[src/rtl/edge_event_scheduler.sv]
// Multi-channel edge-event scheduler: detects per-channel edges on level inputs,
// latches them as pending events and hands them out round-robin on a single
// valid/ready port. Edges on a channel that already has an event pending are
// dropped and counted in a saturating counter.
//
// Optional feature macro: EDGE_SCHED_BOTH_EN
//   defined   -> both edges detected, polarity stored per channel, shown on evt_pol
//   undefined -> rising edges only, evt_pol tied to 1
//
// Ports:
//   clk, rst      clock, synchronous active-high reset
//   sig_in[N_CH]  level inputs (already synchronous to clk)
//   ch_en[N_CH]   per-channel enable
//   evt_valid/evt_ready/evt_ch/evt_pol  event handshake port
//   pending[N_CH] pending-event bitmap
//   drop_cnt      saturating count of dropped events
module edge_event_scheduler #(
    parameter int unsigned N_CH  = 4,
    parameter int unsigned CH_W  = 2,
    parameter int unsigned CNT_W = 8
) (
    input  logic             clk,
    input  logic             rst,
    input  logic [N_CH-1:0]  sig_in,
    input  logic [N_CH-1:0]  ch_en,
    output logic             evt_valid,
    input  logic             evt_ready,
    output logic [CH_W-1:0]  evt_ch,
    output logic             evt_pol,
    output logic [N_CH-1:0]  pending,
    output logic [CNT_W-1:0] drop_cnt
);

    localparam int unsigned NDROP_W = $clog2(N_CH + 1);
    localparam int unsigned SUM_W   = CNT_W + NDROP_W;
    localparam logic [CNT_W-1:0] CNT_MAX = '1;

    typedef enum logic {
        S_IDLE  = 1'b0,
        S_OFFER = 1'b1
    } state_e;

    state_e            state_q, state_d;
    logic [N_CH-1:0]   prev_q, prev_d;
    logic [N_CH-1:0]   pending_q, pending_d;
    logic [CH_W-1:0]   rr_ptr_q, rr_ptr_d;
    logic [CH_W-1:0]   evt_ch_q, evt_ch_d;
    logic [CNT_W-1:0]  drop_cnt_q, drop_cnt_d;

    logic              hs;
    logic              do_grant;
    logic [CH_W-1:0]   ptr_next;
    logic [CH_W-1:0]   search_start;
    logic [CH_W-1:0]   gnt_idx;
    logic [N_CH-1:0]   gnt_mask;
    logic [N_CH-1:0]   edge_v;
    logic [N_CH-1:0]   edge_en;
    logic [N_CH-1:0]   held;
    logic [N_CH-1:0]   drop;
    logic [NDROP_W-1:0] n_drop;
    logic [SUM_W-1:0]  cnt_sum;

`ifdef EDGE_SCHED_BOTH_EN
    logic [N_CH-1:0]   pol_q, pol_d;
    logic              evt_pol_q, evt_pol_d;
`endif

    // State and datapath registers
    always_ff @(posedge clk) begin
        if (rst) begin
            state_q    <= S_IDLE;
            prev_q     <= '0;
            pending_q  <= '0;
            rr_ptr_q   <= '0;
            evt_ch_q   <= '0;
            drop_cnt_q <= '0;
`ifdef EDGE_SCHED_BOTH_EN
            pol_q      <= '0;
            evt_pol_q  <= 1'b1;
`endif
        end else begin
            state_q    <= state_d;
            prev_q     <= prev_d;
            pending_q  <= pending_d;
            rr_ptr_q   <= rr_ptr_d;
            evt_ch_q   <= evt_ch_d;
            drop_cnt_q <= drop_cnt_d;
`ifdef EDGE_SCHED_BOTH_EN
            pol_q      <= pol_d;
            evt_pol_q  <= evt_pol_d;
`endif
        end
    end

    // Round-robin arbiter: after a handshake the search restarts just past the
    // channel just served, so a same-cycle re-grant is already fair.
    always_comb begin : arb
        int unsigned j;
        logic        found;
        j            = 0;
        found        = 1'b0;
        hs           = (state_q == S_OFFER) && evt_ready;
        ptr_next     = (evt_ch_q == CH_W'(N_CH - 1)) ? '0 : evt_ch_q + CH_W'(1);
        search_start = (state_q == S_OFFER) ? ptr_next : rr_ptr_q;
        do_grant     = (|pending_q) && ((state_q == S_IDLE) || hs);
        gnt_idx      = '0;
        for (int unsigned k = 0; k < N_CH; k++) begin
            j = 32'(search_start) + k;
            if (j >= N_CH) begin
                j = j - N_CH;
            end
            if (!found && pending_q[CH_W'(j)]) begin
                found   = 1'b1;
                gnt_idx = CH_W'(j);
            end
        end
        gnt_mask = '0;
        if (do_grant) begin
            gnt_mask[gnt_idx] = 1'b1;
        end
    end

    // Next-state logic
    always_comb begin
        state_d = state_q;
        case (state_q)
            S_IDLE:  if (|pending_q)            state_d = S_OFFER;
            S_OFFER: if (hs && !(|pending_q))   state_d = S_IDLE;
            default:                            state_d = S_IDLE;
        endcase
    end

    // Output / datapath logic
    always_comb begin
        prev_d   = sig_in;
        rr_ptr_d = rr_ptr_q;
        evt_ch_d = evt_ch_q;
        if (hs) begin
            rr_ptr_d = ptr_next;
        end
        if (do_grant) begin
            evt_ch_d = gnt_idx;
        end

`ifdef EDGE_SCHED_BOTH_EN
        edge_v = sig_in ^ prev_q;
`else
        edge_v = sig_in & ~prev_q;
`endif
        edge_en = edge_v & ch_en;
        // Bits granted this cycle no longer count as occupied
        held      = pending_q & ~gnt_mask;
        drop      = edge_en & held;
        pending_d = (held | edge_en) & ch_en;

`ifdef EDGE_SCHED_BOTH_EN
        evt_pol_d = evt_pol_q;
        if (do_grant) begin
            evt_pol_d = pol_q[gnt_idx];
        end
        // Polarity captured only on a fresh event; a dropped edge keeps the original
        pol_d = pol_q;
        for (int unsigned i = 0; i < N_CH; i++) begin
            if (edge_en[i] && !held[i]) begin
                pol_d[i] = sig_in[i];
            end
        end
`endif

        n_drop = '0;
        for (int unsigned i = 0; i < N_CH; i++) begin
            n_drop = n_drop + NDROP_W'(drop[i]);
        end
        cnt_sum    = SUM_W'(drop_cnt_q) + SUM_W'(n_drop);
        drop_cnt_d = (cnt_sum[SUM_W-1:CNT_W] != '0) ? CNT_MAX : cnt_sum[CNT_W-1:0];
    end

    assign evt_valid = (state_q == S_OFFER);
    assign evt_ch    = evt_ch_q;
    assign pending   = pending_q;
    assign drop_cnt  = drop_cnt_q;
`ifdef EDGE_SCHED_BOTH_EN
    assign evt_pol   = evt_pol_q;
`else
    assign evt_pol   = 1'b1;
`endif

endmodule

[config.mk]
export PLATFORM = sky130hd
export DESIGN_NAME = edge_event_scheduler
export DESIGN_NICKNAME = d
export VERILOG_FILES = /design/src/rtl/edge_event_scheduler.sv
export SDC_FILE = /design/constraint.sdc
export NUM_CORES = 1
export LEC_CHECK = 0
export CAP_MARGIN = 10
export CORE_ASPECT_RATIO = 0.6
export CORE_MARGIN = 2
export CORE_UTILIZATION = 43
export DETAILED_ROUTE_END_ITERATION = 16
export GPL_TIMING_DRIVEN = 0
export HOLD_SLACK_MARGIN = 0.15
export PLACE_DENSITY = 0.77
export SYNTH_ARGS = -nofsm -noshare
export SYNTH_HDL_FRONTEND = slang
export SYNTH_SLANG_ARGS = --single-unit
[constraint.sdc]
create_clock -name clk -period 3.4 [get_ports clk]
set_input_delay 0.85 -clock clk [delete_from_list [all_inputs] [get_ports clk]]
set_output_delay 0.85 -clock clk [all_outputs]
set_load 0.01 [all_outputs]
==> results of run 1 <==
flip-flops by register name (all words and copies together) (netlist names):
name,flops
evt_ch,2
drop_cnt,8
prev_q,4
pending,4
evt_valid,1
rr_ptr_q,2
per-layer routing:
metal,up-vias,GRT usage (%),part of all wire (%)
met1,472,23.6,46
met2,27,35.0,47
met4,0,8.24,2.0
met5,-,0,0
met3,6,4.99,4.9
li1,506,-,-
critical path: stages:
cell	delay (ns)
dlygate4sd2_1	0.26
or2b_1	0.29
o41ai_4	0.08
nand2b_4	0.22
o2111ai_4	0.12
fa_1	0.53
inv_1	0.05
fa_2	0.34
fa_2	0.35
and3_4	0.21
nand2b_1	0.14
mux2i_1	0.12
nor2_1	0.05
cell families (layout without fill, tap and decap cells):
family / after synthesis / after routing / share of synthesized area (%)
fa+ha+maj: 5 / 5 / 7.74
other cells: 1 / 1 / 0.341
xor+xnor: 3 / 3 / 2.39
mux: 5 / 5 / 4.66
compound gates: 25 / 25 / 15.8
buf+inv: 8 / 45 / 3.07
flops: 21 / 21 / 38.2
simple gates: 55 / 55 / 27.8
power by group through the flow:
stage,clock network [W],logic [W],registers (W)
6_report,0.000164,0.000107,0.000269
5_1_grt,0.000178,0.000116,0.000270
4_1_cts,0.000170,0.000105,0.000268
3_5_place_dp,0,0.0000896,0.000274
3_3_place_gp,0,0.0000858,0.000273
2_1_floorplan,0,0.0000526,0.000274
final timing paths:
check	startpoint	depth (start not counted)	end	slack [ns]
max	evt_ready	13	drop_cnt[7]	-0.08
max reg2reg	evt_ch[0]	14	drop_cnt[7]	-0.05
min	evt_ch[0]	2	evt_ch[0]	0.51
min reg2reg	evt_ch[0]	2	evt_ch[0]	0.51
cells in the final DEF, fill, tap and decap left out, types with 5 or more instances in the layout:
cell type,instances
clkdlybuf4s50_1,24
buf_4,8
inv_1,5
nor2b_1,11
o31a_1,5
dfxtp_1,18
a21oi_1,12
nor2_1,10
nand2_1,9
per-stage QoR:
| stage | TNS [ns] | instances |
|---|---|---|
| after floorplan | -0.0229 | 123 |
| after global routing | -1.04 | 192 |
| after global placement | -4.65 | 180 |
| after CTS | -0.384 | 190 |
| final | -0.234 | 192 |
| after detailed placement | -5.04 | 180 |
cell type report:
class                   instances  share of cell area, %
multi-input cells              94                   47.4
inverters                       5                   1.15
plain buffers                   3                  0.918
clock inverters                 1                  0.306
repair buffers                 33                   19.1
flip-flops and latches         21                   26.1
well taps                      32                   2.45
clock buffers                   3                   2.52
what timing repair did:
action,in CTS,in global routing
gates resized for setup,10,7
endpoints found under the setup margin,8,8
setup buffers,6,2
pin swaps,4,0
gates cloned,0,0
==> results by group, run 1 <==
Outcome
  – Status: complete, but fails checks
  – Failing checks: negative setup slack

Power and ir drop
  – Leakage: 0.607 nW
  – Internal: 0.000395 W
  – NetSw: 0.000145 W
  – Clock share of power: 30.4%
  – Peak supply drop: 0.269 mV
  – Switch share: 26.8%
  – Logic pwr share: 19.8%
  – Total power after layout: 0.000540 W
  – Register share of total power: 49.8%
  – Pwr dens: 330 nW/µm²

Timing
  – Final hold vios: 0
  – Final setup violation count: 4
  – Hold Slack: 0.513 ns
  – Final Max Tran Viols: 0
  – Slew @ Worst Pin: 0.510 ns
  – Final Cycle Share: 102%
  – Fmax: 288 MHz
  – Crit path time final: 3.48 ns
  – RSZ-0062 raised after global routing: true
  – Clock skew after layout: 0.00282 ns
  – Slack of the critical path: -0.0764 ns
  – Slew margin rel.: 66.0%

CTS
  – Clock transition at path regs: 0.08 ns
  – H-tree depth: 1
  – CTS sink cnt: 21
  – Num CTS Buffers: 3
  – CTS Buffer Depth: 2
  – CTS tree: yes
  – Clock Root Buffer: clkbuf_8
  – Hold_buf cts: 0
  – Skew-Pair Late Insertion Delay: 0.26 ns

Logic synthesis
  – Count leader, synth: dfxtp_1
  – Mean post-synth cell area: 8.94 µm²
  – Number of synthesized flops with an enable pin: 0
  – Synthesized instance count: 123
  – Yosys cell types: 33
  – FFs w/ async S/R, synth: 0%
  – Synth area leader: dfxtp_1
  – Top post-synthesis cells by area: dfxtp_1 38%, nor2b_1 6.3%, a21oi_1 5.5%
  – Main synth FF type: dfxtp_1
  – Netlist Area Pre-Place: 1100 µm²
  – Synth Warn #: 0
  – Syn Nets: 139
  – Post-synth top cells: 21 x dfxtp_1, 12 x a21oi_1, 11 x nor2_1, 11 x nor2b_1, 9 x nand2_1
  – Sequential share of the synthesized area: 38.2%
  – Top-area cell type share of the netlist area: 38.2%
  – Synthesized flop and latch total: 21

Worst setup path
  – Setup CP Type: in2reg
  – CP endpoint kind: flop
  – Crit-path max FO: 4
  – WP data required: 3.54 ns
  – CP Launch Type: input port
  – CP Data Arrival Time: 3.62 ns

Cells and area
  – Synthesis-to-finish area growth: 48.7%
  – Area of the multi-input gates: 776 µm²
  – Final Core Density: 66.2%
  – Fill count: 192
  – Layout cells sized above 1: 23.8%
  – Fin area: 1640 µm²
  – Register area: 427 µm²
  – Diodes inserted: 0
  – Nets@finish: 177

GRT
  – Pin count of the biggest net entering global routing: 13
  – Global-route wire length before repair: 4570 µm
  – Initial antenna violation count: 0
  – GRT overflow: 0
  – Number of global-route vias before repair: 1021
  – Gr usage total: 19.9%

Route
  – DRT Pass-1 Iters: 4
  – Drc violations: 0
  – Drt via density: 5.27
  – Vias: 1011
  – Number of routed nets with antenna violations: 0
  – Routed length per placed instance: 14.3 µm
  – Initial DRC Count: 32
  – Total length of routed wires: 2740 µm

Placed design
  – HPWL Detailed: 1980 µm
  – Buffers added on ports: 25
  – Place WS: -0.660 ns
  – GP Congestion: 0.828
  – Placed Area: 1450 µm²

Floorplan
  – Row Count: 14
  – Core area: 2470 µm²
  – DIE WIDTH: 69.3 µm
  – Die area: 2990 µm²
  – Die Ht: 43.2 µm
  – Io pins: 27
  – Initial Utilization: 44.5%

Min path
  – Hold/Removal Path Class: reg2reg

Job
  – Max_cap viols: 0
(Power assumes the default switching activity.)
==> inputs of run 2 (changes only) <==
--- a/config.mk
+++ b/config.mk
@@ -12,7 +12,7 @@
 export DETAILED_ROUTE_END_ITERATION = 16
 export GPL_TIMING_DRIVEN = 0
 export HOLD_SLACK_MARGIN = 0.15
-export PLACE_DENSITY = 0.77
+export PLACE_DENSITY_LB_ADDON = 0.25
 export SYNTH_ARGS = -nofsm -noshare
 export SYNTH_HDL_FRONTEND = slang
 export SYNTH_SLANG_ARGS = --single-unit
==> results by group, run 2 (same netlist as run 1, synthesis figures left out) <==
Cells and area
  – Fin area: 1600 µm² (-2.4%)
  – Layout cells sized above 1: 21.9% (-1.9 points)
  – Synthesis-to-finish area growth: 45.1%
  – Largest register FFs: 8 (unchanged)
  – Nets@finish: 177 (unchanged)
  – Most frequent cells in the layout: 24 x clkdlybuf4s50_1, 18 x dfxtp_1, 12 x a21oi_1, 10 x nor2b_1, 10 x nor2_1
  – Diodes inserted: 0 (unchanged)
  – Leading cell type in the layout, fill and taps excluded: clkdlybuf4s50_1

Power and ir drop
  – Clock share of power: 30.4% (about the same)
  – Leakage: 0.599 nW (-1.3%)
  – Peak supply drop: 0.299 mV (+11%)
  – Internal: 0.000397 W (+0.57%)
  – NetSw: 0.000140 W (-3.0%)
  – Logic pwr share: 19.6% (-0.2 points)
  – Switch share: 26.1% (-0.70 points)
  – Register share of total power: 50.1% (+0.3 points)
  – Pwr dens: 337 nW/µm² (+2.1%)

Worst setup path
  – Worst reg2reg setup slack: -0.07 ns (-0.02 ns)
  – CP Launch Point: evt_ch[1]
  – Slowest cell delay on critical path: 0.54 ns (about the same)
  – Worst Reg2Reg Path Length in Cells: 14 (unchanged)
  – RR Endpoint: drop_cnt[6]
  – CP Data Arrival Time: 3.60 ns (-0.02 ns)
  – Crit-path max FO: 4 (unchanged)
  – FF-to-FF Start: evt_ch[1]
  – WP depth: 14 (+1)
  – Cell Chain, Critical Path: ha_4 > mux2i_4 > mux2i_1 > o2111ai_2 > nand2b_4 > o2111ai_4 > fa_1 > inv_2 > fa_2 > fa_2 > and3_4 > nand3_2 > mux2i_1 > nor2_1
  – CP Launch Type: flop
  – Worst path top cell family by delay: adder cells
  – CP endpoint kind: flop
  – Setup CP Type: reg2reg
  – Buf+Inv Stages, Crit Path: 1 (-1)
  – WP data required: 3.53 ns (about the same)
  – Slowest CP cell: fa_1

CTS
  – H-tree depth: 1 (unchanged)
  – Num CTS Buffers: 3 (unchanged)
  – Hold_buf cts: 0 (unchanged)
  – Clock Root Buffer: clkbuf_8
  – CTS sink cnt: 21 (unchanged)
  – Skew-Pair Late Insertion Delay: 0.26 ns (about the same)
  – CTS tree: yes
  – Clock transition at path regs: 0.07 ns (about the same)
  – CTS Buffer Depth: 2 (unchanged)

Job
  – Max_cap viols: 0 (unchanged)

Floorplan
  – DIE WIDTH: 69.3 µm (unchanged)
  – Initial Utilization: 44.5% (unchanged)
  – Core area: 2470 µm² (unchanged)
  – Row Count: 14 (unchanged)
  – Io pins: 27 (unchanged)
  – Die Ht: 43.2 µm (unchanged)
  – Die area: 2990 µm² (unchanged)

Timing
  – Final Max Tran Viols: 0 (unchanged)
  – Slew @ Worst Pin: 0.517 ns (+0.00747 ns)
  – Crit path time final: 3.47 ns (-0.00551 ns)
  – Final hold vios: 0 (unchanged)
  – Slack of the critical path: -0.0709 ns (+0.00551 ns)
  – RSZ-0062 raised after global routing: true
  – Clock skew after layout: 0.00346 ns (+0.000642 ns)
  – Final Cycle Share: 102% (-0.16 points)
  – Fmax: 288 MHz (+0.16%)
  – Final setup violation count: 2 (-2)
  – Slew margin rel.: 65.5% (-0.50 points)
  – Hold Slack: 0.508 ns (-0.00474 ns)

Route
  – DRT Pass-1 Iters: 4 (unchanged)
  – Total length of routed wires: 2640 µm (-3.6%)
  – Drc violations: 0 (unchanged)
  – Routed length per placed instance: 13.8 µm (-3.6%)
  – Number of routed nets with antenna violations: 0 (unchanged)
  – Drt via density: 5.30 (+0.69%)
  – Vias: 1018 (+0.69%)
  – Initial DRC Count: 55 (+72%)

Outcome
  – Status: complete, but fails checks
  – Failing checks: negative setup slack

Placed design
  – Buffers added on ports: 25 (unchanged)
  – Placed Area: 1450 µm² (unchanged)
  – GP Congestion: 0.863 (+4.2%)
  – HPWL Detailed: 1870 µm (-5.4%)

Min path
  – Worst hold start: evt_ch[0]
  – Hold/Removal Path Class: reg2reg
  – Hold Path Depth: 2 (unchanged)
  – Hold endpoint: evt_ch[0]

GRT
  – Number of global-route vias before repair: 958 (-6.2%)
  – Global-route wire length before repair: 4510 µm (-1.4%)
  – GRT overflow: 0 (unchanged)
  – Gr usage total: 19.4% (-0.53 points)
  – Initial antenna violation count: 0 (unchanged)
  – Pin count of the biggest net entering global routing: 12 (-1)
run 2: worst max-delay path by stage:
stage / endpoint / slack, ns
2_1_floorplan: drop_cnt[6] / -0.02
3_3_place_gp: drop_cnt[6] / -0.61
3_5_place_dp: drop_cnt[6] / -0.67
4_1_cts: drop_cnt[6] / -0.08
5_1_grt: drop_cnt[6] / -0.21
6_report: drop_cnt[6] / -0.07
run 2: tightest hold or removal path, delay by kind of cell, from the launching register on:
| family | cells | cell delay (ns) |
|---|---|---|
| flops | 1 | 0.36 |
| compound gates | 1 | 0.05 |
| simple gates | 1 | 0.06 |
run 2: power groups by stage:
stage	logic [W]	clock network [W]	registers, W
2_1_floorplan	0.0000526	0	0.000274
3_3_place_gp	0.0000869	0	0.000273
3_5_place_dp	0.0000886	0	0.000274
4_1_cts	0.000100	0.000168	0.000268
5_1_grt	0.000115	0.000178	0.000271
6_report	0.000105	0.000163	0.000269
run 2: repair_timing:
action	in CTS	in global routing
pin swaps	7	4
buffers inserted	7	1
endpoints found under the setup margin	8	8
cloned	0	0
endpoints found under the hold margin	0	0
resized for setup	12	3
run 2: final cells by class:
cell class,instances,area (µm²)
Fill cell,209,875
Multi-Input combinational cell,94,744
Sequential cell,21,427
Timing Repair Buffer,33,305
Clock buffer,4,45.0
Tap cell,32,40.0
Inverter,5,18.8
Buffer,3,15.0
run 2: through the flow:
step	total power [W]	TNS, ns	setup slack (ns)	utilization [%]	cells
after floorplan	0.000326	-0.0229	-0.0205	-	123
after detailed placement	0.000363	-4.98	-0.668	58.7	180
after global routing	0.000564	-1.11	-0.214	64.6	192
after CTS	0.000537	-0.527	-0.0762	63.5	191
after global placement	0.000360	-4.73	-0.612	58.7	180
final	0.000538	-0.131	-0.0709	64.6	192
run 2: metal layers:
layer,global-route usage (%),vias up,part of all wire (%),wire [µm]
li1,-,508,-,-
met1,25.1,485,49,1290
met2,32.3,23,46,1220
met3,6.65,2,4.6,122
met4,3.14,0,0.38,10
met5,0,-,0,0
